### config.mk
export PLATFORM = sky130hd
export DESIGN_NAME = reg_file_wr_8x16
export DESIGN_NICKNAME = d
export VERILOG_FILES = /design/src/rtl/reg_file_wr_8x16.sv
export SDC_FILE = /design/constraint.sdc
export NUM_CORES = 1
export LEC_CHECK = 0
export ABC_AREA = 1
export BUFFER_PORTS_ARGS = -buffer_cell sky130_fd_sc_hd__clkbuf_2
export CAP_MARGIN = 10
export CORE_MARGIN = 4
export CORE_UTILIZATION = 45
export DETAILED_ROUTE_END_ITERATION = 10
export PLACE_DENSITY_LB_ADDON = 0.25
export SLEW_MARGIN = 0
export SYNTH_ARGS = -nofsm -noshare
export SYNTH_HDL_FRONTEND = slang
export SYNTH_SLANG_ARGS = --single-unit
### constraint.sdc
create_clock -name Clk -period 6.4 [get_ports Clk]
set_input_delay 0.32 -clock Clk [delete_from_list [all_inputs] [get_ports Clk]]
set_output_delay 0.32 -clock Clk [all_outputs]
set_load 0.05 [all_outputs]
### src/rtl/reg_file_wr_8x16.sv
// ---------------------------------------------------------------------------
// reg_file_wr_8x16
//
// LC-3 general-purpose register file: eight WIDTH-bit registers R0..R7.
// The register named by DR is loaded from the datapath bus, and two read
// ports (SR1/SR2) feed the ALU and the address adders.
//
// The write side is the inverse of the 8-way read mux. DR is decoded to a
// one-hot enable, so at most one register can load on any edge. R0 is an
// ordinary writable register and does not read back as zero.
//
// Parameters
//   WIDTH   register and data-port width
//   BYPASS  1: a same-cycle write to the register being read is forwarded
//              to that read port
//           0: the read ports always show the stored value
//
// Ports
//   Clk        in   1      rising-edge clock
//   Reset      in   1      asynchronous, active-high; clears R0..R7 and
//                          Reg_Valid
//   LD_REG     in   1      write enable for R[DR]
//   DR         in   3      destination register index
//   Data_In    in   WIDTH  write data from the datapath bus
//   SR1        in   3      read port 1 index
//   SR2        in   3      read port 2 index
//   SR1_Out    out  WIDTH  R[SR1], combinational
//   SR2_Out    out  WIDTH  R[SR2], combinational
//   Reg_Valid  out  8      sticky "written since reset" flag per register
// ---------------------------------------------------------------------------
module reg_file_wr_8x16 #(
  parameter int WIDTH  = 16,
  parameter int BYPASS = 0
) (
  input  logic             Clk,
  input  logic             Reset,
  input  logic             LD_REG,
  input  logic [2:0]       DR,
  input  logic [WIDTH-1:0] Data_In,
  input  logic [2:0]       SR1,
  input  logic [2:0]       SR2,
  output logic [WIDTH-1:0] SR1_Out,
  output logic [WIDTH-1:0] SR2_Out,
  output logic [7:0]       Reg_Valid
);

  logic [7:0][WIDTH-1:0] regs;
  logic [7:0]            valid;
  logic [7:0]            we;

  // One-hot destination decode. A DR value that is not a clean 0..7
  // (X or Z in simulation) falls through to the default, so no register
  // loads on that edge.
  function automatic logic [7:0] decode_dr(input logic ld, input logic [2:0] idx);
    logic [7:0] oh;
    oh = '0;
    if (ld) begin
      case (idx)
        3'd0:    oh = 8'b0000_0001;
        3'd1:    oh = 8'b0000_0010;
        3'd2:    oh = 8'b0000_0100;
        3'd3:    oh = 8'b0000_1000;
        3'd4:    oh = 8'b0001_0000;
        3'd5:    oh = 8'b0010_0000;
        3'd6:    oh = 8'b0100_0000;
        3'd7:    oh = 8'b1000_0000;
        default: oh = '0;
      endcase
    end
    return oh;
  endfunction

  // Read-port selection, with optional forwarding of the write in flight.
  function automatic logic [WIDTH-1:0] read_port(
    input logic [2:0]            idx,
    input logic [7:0][WIDTH-1:0] stored,
    input logic                  ld,
    input logic [2:0]            dst,
    input logic [WIDTH-1:0]      wdata
  );
    logic [WIDTH-1:0] val;
    val = stored[idx];
    if ((BYPASS != 0) && ld && (idx == dst))
      val = wdata;
    return val;
  endfunction

  always_comb begin
    we = decode_dr(LD_REG, DR);
  end

  // Storage stage: registers and valid flags load on the clock edge.
  // Reset is asynchronous and also clears the data, so a write that
  // coincides with Reset is discarded.
  always_ff @(posedge Clk or posedge Reset) begin
    if (Reset) begin
      regs  <= '0;
      valid <= '0;
    end else begin
      for (int n = 0; n < 8; n++) begin
        if (we[n]) begin
          regs[n]  <= Data_In;
          valid[n] <= 1'b1;
        end
      end
    end
  end

  // Combinational read stage. The forwarding path does not pass through
  // the reset registers, so Reset gates both ports directly. The outputs
  // are therefore zero for the whole time Reset is high, even with BYPASS.
  always_comb begin
    SR1_Out = '0;
    SR2_Out = '0;
    if (!Reset) begin
      SR1_Out = read_port(SR1, regs, LD_REG, DR, Data_In);
      SR2_Out = read_port(SR2, regs, LD_REG, DR, Data_In);
    end
  end

  assign Reg_Valid = valid;

endmodule

==> results of run 1 <==
==> cells in the mapped netlist <==
master | number | share of area, %
nor3_4 | 1 | 0.21
nor2_4 | 1 | 0.14
o21ai_0 | 100 | 6.4
buf_6 | 8 | 1.1
inv_1 | 155 | 7.4
nand2_1 | 457 | 22
inv_2 | 5 | 0.24
buf_1 | 3 | 0.14
or2_2 | 1 | 0.079
buf_2 | 38 | 2.4
nor2_1 | 65 | 3.1
nand3_1 | 160 | 10
buf_4 | 1 | 0.095
clkbuf_1 | 23 | 1.1
nand2_2 | 5 | 0.40
nand3_2 | 1 | 0.13
dfrtp_1 | 136 | 43
o21ai_1 | 28 | 1.8
nor2_2 | 2 | 0.16
==> worst max-delay path, delay by kind of cell <==
| family | cells | cell delay (ns) |
|---|---|---|
| buffers and inverters | 4 | 2.05 |
| AND/OR/NAND/NOR | 4 | 0.50 |
==> layer usage <==
| metal | routed length, microns | part of all wire (%) | GRT usage, % | vias to the layer above |
|---|---|---|---|---|
| li1 | - | - | - | 3693 |
| met1 | 10400 | 46 | 33.1 | 3487 |
| met2 | 10300 | 45 | 36.9 | 267 |
| met3 | 1580 | 7.0 | 5.43 | 27 |
| met4 | 291 | 1.3 | 6.58 | 0 |
| met5 | 0 | 0 | 0 | - |
==> power by group through the flow <==
stage                     Combinational [mW]  Clock, mW  Sequential [mW]
after floorplan                        0.502          0             1.08
after global placement                 0.621          0             1.10
after detailed placement               0.632          0             1.10
after CTS                              0.637      0.992             1.09
after global routing                   0.730       1.04             1.11
final                                  0.637      0.985             1.09
==> cells by family after synthesis <==
kind of cell	after synthesis
AND/OR/NAND/NOR	693
flip-flops	136
buffers and inverters	233
AO/OA/AOI/OAI	128
==> how the worst max path moves through the flow <==
stage                     startpoint                  endpoint  cells after the start
after detailed placement      SR1[1]                SR1_Out[3]                      8
after CTS                     SR1[1]                SR1_Out[3]                      8
after global routing          SR1[1]                SR1_Out[3]                      8
after global placement        SR1[1]                SR1_Out[3]                      8
after floorplan                Reset  Reg_Valid[0]$_DFFE_PP0P_                      2
final                         SR1[1]                SR1_Out[3]                      8
==> registers in the layout, summed over array words and instances, names as in the netlist <==
register   count
Reg_Valid      8
regs         128
==> final cells by class <==
| type | instances | area, sq um | area share, % |
|---|---|---|---|
| well taps | 225 | 282 | 3.21 |
| multi-input cells | 821 | 3490 | 39.8 |
| repair buffers | 74 | 400 | 4.57 |
| inverters | 160 | 606 | 6.92 |
| clock buffers | 25 | 485 | 5.54 |
| clock inverters | 7 | 92.6 | 1.06 |
| flip-flops and latches | 136 | 3400 | 38.9 |
==> cell usage in the layout (no fill, tap or decap) <==
master and count:
buf_12 1, buf_4 6, bufinv_16 2, clkbuf_1 5, clkbuf_16 17, clkbuf_2 67
clkbuf_8 3, clkinv_2 2, clkinvlp_4 3, dfrtp_1 136, inv_1 154, inv_2 5
inv_6 1, nand2_1 457, nand2_2 5, nand3_1 160, nand3_2 1, nor2_1 65
nor2_2 2, nor2_4 1, nor3_4 1, o21ai_0 100, o21ai_1 28, or2_2 1
==> stage by stage <==
step                      worst slack (ns)  power [mW]
final                                 3.18        2.71
after global routing                  3.08        2.87
after CTS                             3.28        2.72
after detailed placement              3.29        1.73
after global placement                3.33        1.72
after floorplan                      0.485        1.59
==> run summary, run 1 <==
CTS tree - built
Psw - 0.899 mW
Starting Density - 45.7%
# diodes - 0
post_cts resized - 0
P_int - 1.81 mW
Seq/Total Area, Yosys - 43.2%
Mean Syn Cell Area - 6.62 sq um
combinational share of power - 23.5%
Ports - 68
cells on worst reg2reg path - 1
RSZ-0062 raised after global routing - no
largest family of logic cells by synthesized area - simple AND/OR/NAND/NOR gates
DRC Markers - 0
DP Area - 8180 sq um
Cell variety after synth - 19
pin count of the biggest net entering global routing - 87
Die Y-Extent - 140 microns
global-route wire length before repair - 37100 microns
fillers - 1750
part of the power in the clock network - 36.3%
worst hold margin - 0.0102 ns
Total GRT Usage - 23.6%
final RePlAce weighted congestion - 0.813
CP max stage cell - inv_1
PortBufs - 67
sw frac - 33.2%
DP HPWL - 13200 microns
initial drt markers - 660
Setup crit end kind - output port
layout cell share with drive strength beyond 1 - 9.65%
Final period util - 50.2%
FF-to-FF setup slack - 5.62 ns
Syn Nets - 1218
die footprint - 19700 sq um
minimum clock period - 3.22 ns
post-synthesis simple-gate area fraction - 36.1%
slowest stage delay, CP - 0.83 ns
detailed-route via count - 7474
Reg clk slew, reported paths - 0.06 ns
CTS root buffer - clkbuf_16
Yosys reg bits - 136
YS warnings - 0
Syn Inst Count - 1190
relative max-transition margin - 21.4%
mux cell area share after synthesis - 0%
Nets - 1238
core area - 17200 sq um
post-CTS setup buffer count - 0
Reg-to-Reg Start - Reg_Valid[7]$_DFFE_PP0P_
Synth Area in Compound Gates - 8.13%
final wirelength - 22600 microns
post-route insts no fill - 1448
sequential share of power - 40.2%
final setup fails - 0
clk_skew - 0 ns
Util after Layout - 50.8%
min-delay worst type - input pin to asynchronous set/reset pin
post-synthesis xor/xnor area fraction - 0%
Fin. Hold Viols - 0
Clock Path Buffers - 2
wire per inst - 15.6 microns
dpl cells - 1416
post-route ant nets - 0
Arr. time, crit path - 2.90 ns
RR Endpoint - Reg_Valid[7]$_DFFE_PP0P_
worst-path maximum fanout - 33
H-tree depth - 4
Die X - 140 microns
Rows - 48
CTS Buf Count - 17
Setup TNS Final - 0 ns
Leakage Power - 4.83 nW
Synth Area in Adders - 0%
CP Cell Sequence - clkbuf_2 -> inv_1 -> buf_4 -> nand3_1 -> nand3_1 -> nand2_1 -> nor2_1 -> clkbuf_2
crit path launch type - input pin
antenna violations before repair - 0
status - finished clean
power per standard cell area - 309 nW/um^2
Worst Tran Pin Value - 1.18 ns
DRT Pass-1 Iters - 5
maximum vdd drop - 217 uV
# hold bufs at CTS - 0
design area - 8760 sq um
Max Cap Viol - 0
f_max - 311 MHz
total gr overflow - 0
routed vias/inst - 5.16
WS Path Type - input pin to output port
Required @ worst endpoint - 6.08 ns
vias in the first global route - 7212
clock latency on the worst-skew pair - 0.43 ns
Syn-to-layout area delta - 11.2%
Netlist Area Pre-Place - 7880 sq um
Sinks on Clock Net - 136
fin. max-slew vios - 0
No activity file was read; power rests on OpenSTA's default activity.
==> inputs of run 2 (changes only) <==
==> constraint.sdc (replaced) <==
create_clock -name Clk -period 3.1 [get_ports Clk]
set_input_delay 0.155 -clock Clk [delete_from_list [all_inputs] [get_ports Clk]]
set_output_delay 0.155 -clock Clk [all_outputs]
set_load 0.05 [all_outputs]
==> run summary, run 2 (same netlist as run 1, synthesis figures left out) <==
status - finished clean
Arr. time, crit path - 2.13 ns
global-route wire length before repair - 38700 microns
Clock Path Buffers - 2
f_max - 437 MHz
Reg clk slew, reported paths - 0.06 ns
post-route insts no fill - 1478
total gr overflow - 0
detailed-route via count - 7695
Rows - 48
layout cell share with drive strength beyond 1 - 11.2%
Leakage Power - 5.00 nW
Worst Tran Pin Value - 0.917 ns
relative max-transition margin - 38.9%
FF-to-FF setup slack - 2.32 ns
largest register by flop count - regs
# diodes - 0
min-delay worst type - input pin to flip-flop
Reg-to-Reg Start - Reg_Valid[7]$_DFFE_PP0P_
CP max stage cell - dlygate4sd3_1
die footprint - 19700 sq um
CTS root buffer - clkbuf_16
CTS Buf Count - 17
CP endpoint - SR1_Out[5]
Starting Density - 45.7%
Sinks on Clock Net - 136
crit path launch type - input pin
max reg flops - 128
minimum clock period - 2.29 ns
PortBufs - 67
CP Cell Sequence - dlygate4sd3_1 -> clkbuf_2 -> inv_6 -> buf_4 -> nand2_1 -> nor2_1 -> clkbuf_2
vias in the first global route - 7462
clk_skew - 0 ns
final setup fails - 0
commonest cells after routing, fill and taps aside - nand2_1, nand3_1, inv_1, dfrtp_1, o21ai_0
Required @ worst endpoint - 2.94 ns
initial drt markers - 653
Syn-to-layout area delta - 15.5%
routed vias/inst - 5.21
Nets - 1268
worst-path maximum fanout - 64
wire per inst - 15.9 microns
power per standard cell area - 652 nW/um^2
RR Endpoint - Reg_Valid[7]$_DFFE_PP0P_
Die X - 140 microns
WL met3 - 1730 microns
Total GRT Usage - 24.6%
top sig layer - met4
Ports - 68
post-route ant nets - 0
Fin. Hold Viols - 0
dpl cells - 1433
DRT Pass-1 Iters - 9
Die Y-Extent - 140 microns
Final period util - 73.8%
RSZ-0062 raised after global routing - no
Util after Layout - 52.8%
DP HPWL - 14600 microns
commonest non-fill, non-tap cell in the layout - nand2_1
slowest stage delay, CP - 0.53 ns
maximum vdd drop - 513 uV
final RePlAce weighted congestion - 0.864
fin. max-slew vios - 0
CP startpoint - Reset
pin count of the biggest net entering global routing - 65
Setup TNS Final - 0 ns
fillers - 1662
final wirelength - 23400 microns
WS Path Type - input pin to output port
post_cts resized - 0
cells on worst reg2reg path - 1
DR WL met2 - 10700 microns
core area - 17200 sq um
antenna violations before repair - 0
Max Cap Viol - 0
H-tree depth - 4
Setup crit end kind - output port
DRC Markers - 0
crit-path most repeated cell - clkbuf_2
CTS tree - built
clock latency on the worst-skew pair - 0.42 ns
met1 WL - 10400 microns
## run 2: cell types whose count changed in the layout (fill, tap and decap cells not counted), sizes merged
cell / before / now
clkbuf: 92 / 84
buf: 7 / 24
dlygate4sd3: 0 / 13
inv: 160 / 162
bufinv: 2 / 6
clkinvlp: 3 / 5
## run 2: final cells by class
class                      count  area (sq um)  area share [%]
sequential                   136          3400            37.4
tap                          225           282            3.09
clock buffer                  17           425            4.68
timing repair buffer         104           646            7.10
inverter                     160           606            6.66
clock inverter                15           249            2.74
multi-input combinational    821          3490            38.3
## run 2: worst max-delay path: cells and delay by family
| family | cells | cell delay, ns |
|---|---|---|
| simple gates | 2 | 0.23 |
| buf+inv | 5 | 1.69 |
## run 2: repair_timing
| item | in CTS | in global routing |
|---|---|---|
| hold endpoints to repair | 55 | 0 |
| hold buffers | 13 | 0 |
| buffers inserted | 0 | 0 |
## run 2: power by group
part	internal [mW]	switching, mW	leakage, nW
logic	0.424	0.927	3.01
clock network	1.51	0.818	0.312
registers	2.09	0.155	1.67
total	4.03	1.90	5.00
## run 2: how the worst min path moves through the flow
stage,start,to,slack (ns),cells past startpoint
floorplan,Data_In[0],regs[112]$_DFFE_PP0P_,0.28,2
global placement,Reset,regs[77]$_DFFE_PP0P_,0.27,2
detailed placement,Reset,regs[77]$_DFFE_PP0P_,0.27,2
CTS,Data_In[6],regs[118]$_DFFE_PP0P_,0.005,3
global route,Data_In[3],regs[115]$_DFFE_PP0P_,0.02,3
finish,Data_In[1],regs[113]$_DFFE_PP0P_,0.009,3
## run 2: per-layer routing
metal  GRT usage (%)  vias to the layer above
li1                -                     3761
met1            33.6                     3564
met2            39.4                      323
met3            5.02                       47
met4            8.01                        0
met5               0                        -
## run 2: per-stage QoR
step           hold WS, ns  worst slack (ns)  cell area, sq um  power (mW)
2_1_floorplan        0.276             0.709              7880        3.27
4_1_cts            0.00526             0.742              9100        5.95
5_1_grt             0.0197             0.604              9100        6.27
6_report           0.00877             0.812              9100        5.93
3_5_place_dp         0.271             0.880              8290        3.60
3_3_place_gp         0.268             0.907              8290        3.57
